==> config.mk <==
export PLATFORM = sky130hd
export DESIGN_NAME = imem_loader
export DESIGN_NICKNAME = d
export VERILOG_FILES = /design/src/rtl/mips_pkg.sv /design/src/rtl/imem_byte_packer.sv /design/src/rtl/imem_loader.sv
export SDC_FILE = /design/constraint.sdc
export NUM_CORES = 1
export LEC_CHECK = 0
export BUFFER_PORTS_ARGS = -buffer_cell sky130_fd_sc_hd__buf_2
export CORE_MARGIN = 1.5
export CORE_UTILIZATION = 59
export DETAILED_ROUTE_END_ITERATION = 6
export GPL_ROUTABILITY_DRIVEN = 1
export PLACE_DENSITY = 0.83
export SLEW_MARGIN = 25
export SYNTH_ARGS = -nofsm -noshare
export SYNTH_HDL_FRONTEND = slang
export SYNTH_SLANG_ARGS = --single-unit
export TNS_END_PERCENT = 20
==> constraint.sdc <==
create_clock -name clk -period 4.2 [get_ports clk]
set_input_delay 0.63 -clock clk [delete_from_list [all_inputs] [get_ports clk]]
set_output_delay 0.63 -clock clk [all_outputs]
set_load 0.02 [all_outputs]
==> src/rtl/mips_pkg.sv <==
// Shared definitions for the MIPS instruction-memory side.
//   IMEM_DEPTH  : instruction memory depth in words
//   IMEM_ADDR_W : instruction memory word-address width
//   loader_state_t : program loader FSM states
package mips_pkg;

  localparam int IMEM_DEPTH  = 40;
  localparam int IMEM_ADDR_W = 6;

  typedef enum logic [2:0] {
    IDLE    = 3'd0,
    COLLECT = 3'd1,
    WRITE   = 3'd2,
    CHECK   = 3'd3,
    DONE    = 3'd4
  } loader_state_t;

endpackage

==> src/rtl/imem_byte_packer.sv <==
// Byte-to-word packer for the program loader.
// Shifts accepted bytes in MSB first and flags the cycle in which the
// fourth byte of a word is accepted.
// Ports:
//   clk        : clock, posedge
//   reset      : synchronous active-high reset
//   clear      : synchronous clear (accepted start of a new load)
//   take       : a byte is transferred this cycle
//   byte_data  : the byte being transferred
//   word_valid : this transfer completes a word
//   word       : assembled word including the byte transferred this cycle
module imem_byte_packer (
  input  logic        clk,
  input  logic        reset,
  input  logic        clear,
  input  logic        take,
  input  logic [7:0]  byte_data,
  output logic        word_valid,
  output logic [31:0] word
);

  logic [1:0]  cnt_reg;
  // Only the three oldest bytes need storing; the fourth is taken straight
  // from byte_data in its handshake cycle so the word is ready one cycle early.
  logic [23:0] asm_reg;

  always_ff @(posedge clk) begin
    if (reset || clear) begin
      cnt_reg <= 2'd0;
      asm_reg <= 24'd0;
    end else if (take) begin
      asm_reg <= {asm_reg[15:0], byte_data};
      cnt_reg <= cnt_reg + 2'd1;  // wraps to 0 after the fourth byte
    end
  end

  assign word_valid = take && (cnt_reg == 2'd3);
  assign word       = {asm_reg, byte_data};

endmodule

==> src/rtl/imem_loader.sv <==
// Program loader: receives a byte stream from a host link over a
// valid/ready handshake, packs it MSB first into 32-bit instructions and
// writes them to consecutive instruction-memory words from address 0.
// The CPU is held in reset until a load completes.
// Optional feature macro: IMEM_LOADER_CHECKSUM_EN -- after the last word a
// further 4-byte expected sum is received and compared with the mod-2^32
// sum of all written words.
// Ports:
//   clk, reset          : clock and synchronous active-high reset
//   start, len_words    : begin a load of len_words words (clamped to DEPTH)
//   byte_valid/ready/data : host byte stream
//   wr_en/addr/data     : instruction memory write port
//   busy, done          : load in progress / load complete (sticky)
//   cpu_hold            : reset request to the CPU core
//   csum_err            : checksum mismatch (sticky; 0 without the feature)
module imem_loader
  import mips_pkg::*;
#(
  parameter int DEPTH  = IMEM_DEPTH,
  parameter int ADDR_W = IMEM_ADDR_W
) (
  input  logic              clk,
  input  logic              reset,
  input  logic              start,
  input  logic [ADDR_W:0]   len_words,
  input  logic              byte_valid,
  input  logic [7:0]        byte_data,
  output logic              byte_ready,
  output logic              wr_en,
  output logic [ADDR_W-1:0] wr_addr,
  output logic [31:0]       wr_data,
  output logic              busy,
  output logic              done,
  output logic              cpu_hold,
  output logic              csum_err
);

  localparam logic [ADDR_W:0] DEPTH_W = (ADDR_W + 1)'(DEPTH);

  loader_state_t     state_reg;
  logic [ADDR_W:0]   len_reg;
  logic [ADDR_W:0]   word_cnt_reg;
  logic [ADDR_W:0]   word_cnt_next;
  logic [ADDR_W:0]   len_clamped;
  logic              byte_ready_reg;
  logic              wr_en_reg;
  logic [ADDR_W-1:0] wr_addr_reg;
  logic [31:0]       wr_data_reg;
  logic              busy_reg;
  logic              done_reg;
  logic              cpu_hold_reg;
  logic              start_accept;
  logic              take;
  logic              word_valid;
  logic [31:0]       word;

  // start only counts when no load is running
  assign start_accept  = start && ((state_reg == IDLE) || (state_reg == DONE));
  assign take          = byte_valid && byte_ready_reg;
  assign len_clamped   = (len_words > DEPTH_W) ? DEPTH_W : len_words;
  assign word_cnt_next = word_cnt_reg + 1'b1;

  imem_byte_packer u_packer (
    .clk        (clk),
    .reset      (reset),
    .clear      (start_accept),
    .take       (take),
    .byte_data  (byte_data),
    .word_valid (word_valid),
    .word       (word)
  );

`ifdef IMEM_LOADER_CHECKSUM_EN
  logic [31:0] sum_reg;
  logic        csum_err_reg;
`endif

  always_ff @(posedge clk) begin
    if (reset) begin
      state_reg      <= IDLE;
      len_reg        <= '0;
      word_cnt_reg   <= '0;
      byte_ready_reg <= 1'b0;
      wr_en_reg      <= 1'b0;
      wr_addr_reg    <= '0;
      wr_data_reg    <= 32'd0;
      busy_reg       <= 1'b0;
      done_reg       <= 1'b0;
      cpu_hold_reg   <= 1'b1;
`ifdef IMEM_LOADER_CHECKSUM_EN
      sum_reg        <= 32'd0;
      csum_err_reg   <= 1'b0;
`endif
    end else begin
      wr_en_reg <= 1'b0;
      case (state_reg)
        IDLE, DONE: begin
          if (start) begin
            len_reg      <= len_clamped;
            word_cnt_reg <= '0;
`ifdef IMEM_LOADER_CHECKSUM_EN
            sum_reg      <= 32'd0;
            csum_err_reg <= 1'b0;
`endif
            if (len_clamped == '0) begin
              state_reg      <= DONE;
              done_reg       <= 1'b1;
              cpu_hold_reg   <= 1'b0;
              busy_reg       <= 1'b0;
              byte_ready_reg <= 1'b0;
            end else begin
              state_reg      <= COLLECT;
              done_reg       <= 1'b0;
              cpu_hold_reg   <= 1'b1;
              busy_reg       <= 1'b1;
              byte_ready_reg <= 1'b1;
            end
          end
        end

        COLLECT: begin
          // Register the write port in the fourth byte's handshake cycle so
          // wr_en appears exactly one cycle later.
          if (word_valid) begin
            state_reg      <= WRITE;
            byte_ready_reg <= 1'b0;
            wr_en_reg      <= 1'b1;
            wr_addr_reg    <= word_cnt_reg[ADDR_W-1:0];
            wr_data_reg    <= word;
`ifdef IMEM_LOADER_CHECKSUM_EN
            sum_reg        <= sum_reg + word;
`endif
          end
        end

        WRITE: begin
          word_cnt_reg <= word_cnt_next;
          if (word_cnt_next == len_reg) begin
`ifdef IMEM_LOADER_CHECKSUM_EN
            state_reg      <= CHECK;
            byte_ready_reg <= 1'b1;
`else
            state_reg      <= DONE;
            busy_reg       <= 1'b0;
            done_reg       <= 1'b1;
            cpu_hold_reg   <= 1'b0;
`endif
          end else begin
            state_reg      <= COLLECT;
            byte_ready_reg <= 1'b1;
          end
        end

`ifdef IMEM_LOADER_CHECKSUM_EN
        CHECK: begin
          if (word_valid) begin
            state_reg      <= DONE;
            byte_ready_reg <= 1'b0;
            busy_reg       <= 1'b0;
            done_reg       <= 1'b1;
            csum_err_reg   <= (word != sum_reg);
            // a bad image keeps the core parked
            cpu_hold_reg   <= (word != sum_reg);
          end
        end
`endif

        default: begin
          state_reg      <= IDLE;
          byte_ready_reg <= 1'b0;
          busy_reg       <= 1'b0;
        end
      endcase
    end
  end

  assign byte_ready = byte_ready_reg;
  assign wr_en      = wr_en_reg;
  assign wr_addr    = wr_addr_reg;
  assign wr_data    = wr_data_reg;
  assign busy       = busy_reg;
  assign done       = done_reg;
  assign cpu_hold   = cpu_hold_reg;

`ifdef IMEM_LOADER_CHECKSUM_EN
  assign csum_err = csum_err_reg;
`else
  assign csum_err = 1'b0;
`endif

endmodule

; ---- Yosys cells after proc, flatten, opt, wreduce, memory -nomap -nowiden
; Cells that the tools add are included.
[totals]
reg_bits = 86
in_bits = 19
word_cells = 63
[classes]
n_addsub = 2
order_cmp = 1
eq_ne = 9
muxes = 21
n_bitwise = 1
reduce_logical = 17
[ops]
columns = operator, count
row1 = 7-bit two-way mux, 2
row2 = 7-bit case mux with 2 select lines, 1
row3 = 3-bit two-way mux, 4
row4 = 1-bit two-way mux, 9
row5 = 3-bit case mux with 3 select lines, 1
row6 = 3-bit AND reduction, 3
row7 = 2-bit AND reduction, 4
row8 = "7-bit by 1-bit adder with 7-bit output, second input constant", 1
row9 = 7-bit equality test, 1
row10 = "7-bit by 6-bit greater-than comparator with 1-bit output, second input constant", 1
row11 = 7-bit logical NOT, 1
row12 = "2-bit != test, second input constant", 3
row13 = 1-bit case mux with 3 select lines, 2
row14 = 1-bit case mux with 2 select lines, 2
row15 = 2-bit OR reduction, 2
row16 = "3-bit by 1-bit equality test with 1-bit output, second input constant", 1
row17 = "3-bit by 2-bit equality test with 1-bit output, second input constant", 1
row18 = "3-bit equality test, second input constant", 1
row19 = 1-bit logical AND, 3
row20 = 3-bit logical NOT, 1
row21 = "2-bit by 1-bit adder with 2-bit output, second input constant", 1
row22 = "2-bit equality test, second input constant", 1
row23 = 1-bit logical OR, 2
row24 = "2-bit by 1-bit != test with 1-bit output, second input constant", 1
row25 = 2 further kinds, 2

; ---- Depth between registers and ports, before layout
[logic_depth]
word_depth = 6
depth_mapped = 8
depth_no_buf = 6

; ---- By module
; A second synthesis with hierarchy kept.
[unflattened]
cells_unflattened = 406
hier_area_um2 = 3534.6
[by_module_without_submodules]
columns = mod, instances, cells_per_inst, area_each_um2
row1 = imem_loader, 1, 311, 2494.9
row2 = imem_byte_packer, 1, 95, 1039.7

; ---- Worst setup path before layout
; OpenSTA, ideal clock, no wires.
[synth_path]
path_type = register to register
from = reg word_cnt_reg[0]
to = reg busy_reg (netlist: busy)
setup_ps = 127
arrival_ps = 1987
setup_slack_ps = 2086
path_stages_with_launch = 7
n_path_buf = 0
synth_period_minus_slack_ps = 2114
path_cell_list = dfxtp_1 ha_1 nand3_2 or3_4 a2111oi_4 a311oi_1 or3_1
[synth_via]
elab_chain_len = 4
[synth_lines]
columns = element, line
row1 = start: declaration, imem_loader.sv:42  ; logic [ADDR_W:0] word_cnt_reg;
row2 = start signal: assignment, imem_loader.sv:137  ; word_cnt_reg <= word_cnt_next;
row3 = 7-bit by 1-bit adder with 7-bit output, imem_loader.sv:61  ; assign word_cnt_next = word_cnt_reg + 1'b1;
row4 = 7-bit equality test, imem_loader.sv:138  ; if (word_cnt_next == len_reg) begin
row5 = 2-bit != test (no source line), n/a
row6 = 3-bit AND reduction (no source line), n/a
row7 = end signal: assignment, imem_loader.sv:87  ; busy_reg <= 1'b0;
row8 = end signal: assignment, imem_loader.sv:144  ; busy_reg <= 1'b0;
row9 = end signal: assignment, imem_loader.sv:171  ; busy_reg <= 1'b0;
row10 = end: declaration, imem_loader.sv:49  ; logic busy_reg;
; No other way between the ends.
; A chain may end at the register's enable or synchronous reset.

; ---- Final worst setup path
; Same ends and word-level chain as after synthesis.

==> report_table.html <==
<table>
<tr><th>Metric</th><th>Value</th></tr>
<tr><th colspan="2">Run status</th></tr>
<tr><td>Result of the run</td><td>finished clean</td></tr>
<tr><th colspan="2">Timing</th></tr>
<tr><td>Least-Margin Pin Slew</td><td>0.9339 ns</td></tr>
<tr><td>Fin crit period</td><td>2.425 ns</td></tr>
<tr><td>Number of slew-limit violations in the final report</td><td>0</td></tr>
<tr><td>Slew headroom</td><td>between 30 and 40%</td></tr>
<tr><td>Fin. Hold Viols</td><td>0</td></tr>
<tr><td>Largest clock skew in the final design</td><td>roughly 0.0054 ns</td></tr>
<tr><td>Achievable Freq</td><td>approximately 0.41 GHz</td></tr>
<tr><td>Setup repair after global routing missed its margin</td><td>no</td></tr>
<tr><td>Final worst path period share</td><td>57.74%</td></tr>
<tr><td>Setup TNS</td><td>0 ns</td></tr>
<tr><td>Worst-case setup margin in the final layout</td><td>1.775 ns</td></tr>
<tr><td>Final setup violating endpoints</td><td>0</td></tr>
<tr><th colspan="2">Clocking</th></tr>
<tr><td>CTS tree</td><td>yes</td></tr>
<tr><td>Clock latency at the later pin of the worst-skew pair</td><td>0.35 ns</td></tr>
<tr><td>Clock sink count</td><td>86</td></tr>
<tr><td>Buffers inserted during post-CTS setup optimization</td><td>0</td></tr>
<tr><td>Number of buffers on the longest clock path</td><td>2</td></tr>
<tr><td>Count of hold buffers inserted by post-cts repair</td><td>0</td></tr>
<tr><td>Number of gates resized after cts</td><td>0</td></tr>
<tr><td>Clock transition at path regs</td><td>around 0.09 ns</td></tr>
<tr><td>Clock buffers created by TritonCTS</td><td>9</td></tr>
<tr><td>Clock root buffer</td><td>clkbuf_8</td></tr>
<tr><td>H-tree depth reported by CTS</td><td>3</td></tr>
<tr><th colspan="2">Critical path</th></tr>
<tr><td>Worst setup path end</td><td>busy</td></tr>
<tr><td>Critical path type</td><td>register to register</td></tr>
<tr><td>Slack of the worst reg-to-reg path</td><td>1.78 ns</td></tr>
<tr><td>End of the worst register-to-register path</td><td>busy</td></tr>
<tr><td>Setup crit start kind</td><td>register</td></tr>
<tr><td>Launch instance of the worst register-to-register path</td><td>word_cnt_reg[0]</td></tr>
<tr><td>Worst Setup End Kind</td><td>register</td></tr>
<tr><td>Depth of the worst register-to-register path</td><td>6</td></tr>
<tr><td>Data arrival time of the critical path</td><td>about 2.7 ns</td></tr>
<tr><td>Worst-path fanout max</td><td>7</td></tr>
<tr><td>Setup crit start</td><td>word_cnt_reg[0]</td></tr>
<tr><td>Critical path required time</td><td>4.44 ns</td></tr>
<tr><th colspan="2">Detailed routing</th></tr>
<tr><td>First-pass detailed-route iteration total</td><td>4</td></tr>
<tr><td>Average routed wire per standard cell</td><td>between 10 and 15 um</td></tr>
<tr><td>Sum of routed wire length over all layers</td><td>7146 um</td></tr>
<tr><td>Vias</td><td>3036</td></tr>
<tr><td>Remaining antenna violation count</td><td>0</td></tr>
<tr><td>Number of violations reported at the end of detailed-routing iteration 0</td><td>just over 200</td></tr>
<tr><td>Number of remaining DRC errors</td><td>0</td></tr>
<tr><td>Detail-routed via count per cell</td><td>roughly 5.6</td></tr>
<tr><th colspan="2">Pwr</th></tr>
<tr><td>Clock network fraction of total power</td><td>43.6%</td></tr>
<tr><td>Static leakage</td><td>1.481 nW</td></tr>
<tr><td>Int Pwr</td><td>1.274 mW</td></tr>
<tr><td>Worst supply voltage drop on vdd</td><td>0.2612 mV</td></tr>
<tr><td>Power per cell area</td><td>approximately 420 nW/um2</td></tr>
<tr><td>Sw frac</td><td>about 23%</td></tr>
<tr><td>Net load switching power</td><td>0.3832 mW</td></tr>
<tr><td>Combinational group share of total power</td><td>5.8%</td></tr>
<tr><td>Sequential share of power</td><td>50.6%</td></tr>
<tr><th colspan="2">Layout</th></tr>
<tr><td># diodes</td><td>0</td></tr>
<tr><td>Post-layout net count</td><td>489</td></tr>
<tr><td>Area of the multi-input gates</td><td>approximately 1600 um2</td></tr>
<tr><td>Max reg flops</td><td>32</td></tr>
<tr><td>Fill cell total of the finished layout</td><td>between 400 and 500</td></tr>
<tr><td>Sequential cell area in the final layout</td><td>1722 um2</td></tr>
<tr><td>Layout cell share with drive strength beyond 1</td><td>18.39%</td></tr>
<tr><td>Relative area change from synthesis to final layout</td><td>16.33%</td></tr>
<tr><th colspan="2">Floorplan</th></tr>
<tr><td>Initial standard-cell utilization of the core</td><td>61.40%</td></tr>
<tr><td>Top-level I/O count</td><td>between 60 and 70</td></tr>
<tr><td>Row cnt</td><td>27</td></tr>
<tr><td>Die Span Y</td><td>78.94 um</td></tr>
<tr><td>Area of the die</td><td>6231 um2</td></tr>
<tr><td>Die outline width</td><td>78.94 um</td></tr>
<tr><td>Core outline area</td><td>5540 um2</td></tr>
<tr><th colspan="2">Global routing</th></tr>
<tr><td>Global-route track usage on met3</td><td>4.713%</td></tr>
<tr><td>Met1 routing resource usage after global routing</td><td>a little under a third</td></tr>
<tr><td>Global route hottest layer</td><td>met2</td></tr>
<tr><td>Vias in the first global route</td><td>2567</td></tr>
<tr><td>Pin count of the biggest net entering global routing</td><td>59</td></tr>
<tr><td>Number of antenna violations at the first check in global routing</td><td>0</td></tr>
<tr><td>GR Overflow Total</td><td>0</td></tr>
<tr><td>Global-route total usage across every layer</td><td>23.05%</td></tr>
<tr><td>Grt met2 use</td><td>35.69%</td></tr>
<tr><td>First-pass GRT wire length</td><td>11470 um</td></tr>
<tr><th colspan="2">Placement</th></tr>
<tr><td>Routability congestion estimate from global placement</td><td>a little under 0.9</td></tr>
<tr><td>Pre-CTS setup slack</td><td>roughly 1.7 ns</td></tr>
<tr><td>Hpwl dp</td><td>4714 um</td></tr>
<tr><td>PortBufs</td><td>61</td></tr>
<tr><th colspan="2">Run</th></tr>
<tr><td>Max-cap violations</td><td>0</td></tr>
<tr><th colspan="2">Synth</th></tr>
<tr><td>Mapped Area</td><td>3402 um2</td></tr>
<tr><td>Synth Register Bits</td><td>86</td></tr>
<tr><td>Post-synthesis cell type with the largest combined area</td><td>dfxtp_1</td></tr>
<tr><td>Post-synth net total</td><td>442</td></tr>
<tr><td>Main area contributors after synthesis</td><td>dfxtp_1, nand2_1, a21oi_1</td></tr>
<tr><td>Count of different cell masters after synthesis</td><td>47</td></tr>
<tr><td>Post-Syn Area per Cell</td><td>just over 8 um2</td></tr>
<tr><td>Area share of the largest cell type after synthesis</td><td>50.61%</td></tr>
<tr><td>Fraction of the yosys area taken by sequential cells</td><td>roughly 50%</td></tr>
<tr><td>YS warnings</td><td>0</td></tr>
<tr><td>Post-synthesis instance total</td><td>421</td></tr>
<tr><th colspan="2">Worst hold path</th></tr>
<tr><td>Worst hold-check path type</td><td>register to register</td></tr>
</table>
layout by cell type (no fill, tap or decap), types with 3 or more instances in the layout:
| cell | instances |
|---|---|
| a21oi_1 | 72 |
| clkbuf_8 | 10 |
| o21ai_1 | 7 |
| dfxtp_1 | 86 |
| or3_1 | 4 |
| buf_4 | 4 |
| nand3_1 | 4 |
| nor2_1 | 19 |
| o21ai_0 | 3 |
| nand2_1 | 133 |
| nor3_1 | 6 |
| xnor2_1 | 8 |
| and2_1 | 4 |
| bufinv_16 | 3 |
| a22o_1 | 4 |
| buf_2 | 60 |
worst max-delay path, stage by stage, from the launching register on:
cell	delay, ns
dfxtp_1	0.48
ha_1	0.31
nand3_2	0.14
or3_4	0.43
a2111oi_4	0.44
a311oi_1	0.18
or3_1	0.33
power groups by stage:
| stage | Clock, mW | Sequential, mW | Combinational [mW] |
|---|---|---|---|
| finish | 0.723 | 0.839 | 0.0954 |
| global route | 0.759 | 0.841 | 0.105 |
| CTS | 0.728 | 0.838 | 0.0944 |
| detailed placement | 0 | 0.858 | 0.0933 |
| global placement | 0 | 0.857 | 0.0914 |
| floorplan | 0 | 0.857 | 0.0658 |
synth_stat cells (all sizes together):
cell type / number
nand4: 2
or4: 2
a22oi: 1
xnor2: 8
dfxtp: 86
a31o: 2
ha: 2
buf: 6
a21oi: 72
inv: 2
and2: 4
nor2: 20
a211oi: 2
a2111oi: 3
nand3: 5
a211o: 1
a221oi: 1
clkbuf: 22
nor2b: 1
a22o: 4
nor3b: 1
o31a: 2
nor4: 1
o21a: 2
nor4b: 1
xor2: 2
nor3: 6
a311oi: 1
and3: 2
o21ai: 10
o31ai: 1
o21bai: 1
nand2: 133
a31oi: 2
nand3b: 1
conb: 1
or3: 5
nand2b: 2
or3b: 1
logic make-up (layout without fill, tap and decap cells):
group	Yosys count	after routing	synth area share [%]
and+or+nand+nor	187	187	23.83
adders and majority gates	2	2	0.7354
DFF	86	86	50.61
buffers and inverters	30	82	3.825
AOI/OAI and AO/OA	105	105	18.32
xor gates and xnor gates	10	10	2.575
other	1	1	0.1102
worst min-delay path by stage:
stage                               startpoint     endpoint  slack (ns)  cells past startpoint
after floorplan           u_packer.asm_reg[16]  wr_data[24]        0.43                      2
after global placement    u_packer.asm_reg[18]  wr_data[26]        0.44                      2
after detailed placement           wr_data[16]  wr_data[16]        0.44                      2
after CTS                          wr_data[16]  wr_data[16]        0.46                      2
after global routing               wr_data[16]  wr_data[16]        0.47                      2
final                              wr_data[24]  wr_data[24]        0.46                      2
area by class of cell:
cell class                 count  share of cell area [%]
sequential                    86                   43.50
multi-input combinational    305                   39.23
timing repair buffer          64                   8.347
clock buffer                  10                   3.478
clock inverter                 6                   2.972
tap                           72                   2.276
inverter                       2                  0.1897
routing by layer:
| metal | vias to the layer above | part of all wire [%] |
|---|---|---|
| met2 | 123 | 45 |
| met1 | 1392 | 47 |
| met4 | 0 | 1.3 |
| met3 | 12 | 7.3 |
| li1 | 1509 | - |
| met5 | - | 0 |
per-stage QoR:
stage	cell area, um2	instances	hold slack (ns)	power, mW	util (%)
2_1_floorplan	3402	421	0.4321	0.9226	-
3_3_place_gp	3700	529	0.4401	0.9484	66.78
3_5_place_dp	3700	529	0.4435	0.9509	66.78
4_1_cts	3955	545	0.4559	1.661	71.39
5_1_grt	3958	545	0.4684	1.705	71.43
6_report	3958	545	0.4556	1.657	71.43
(Power assumes the default switching activity.)
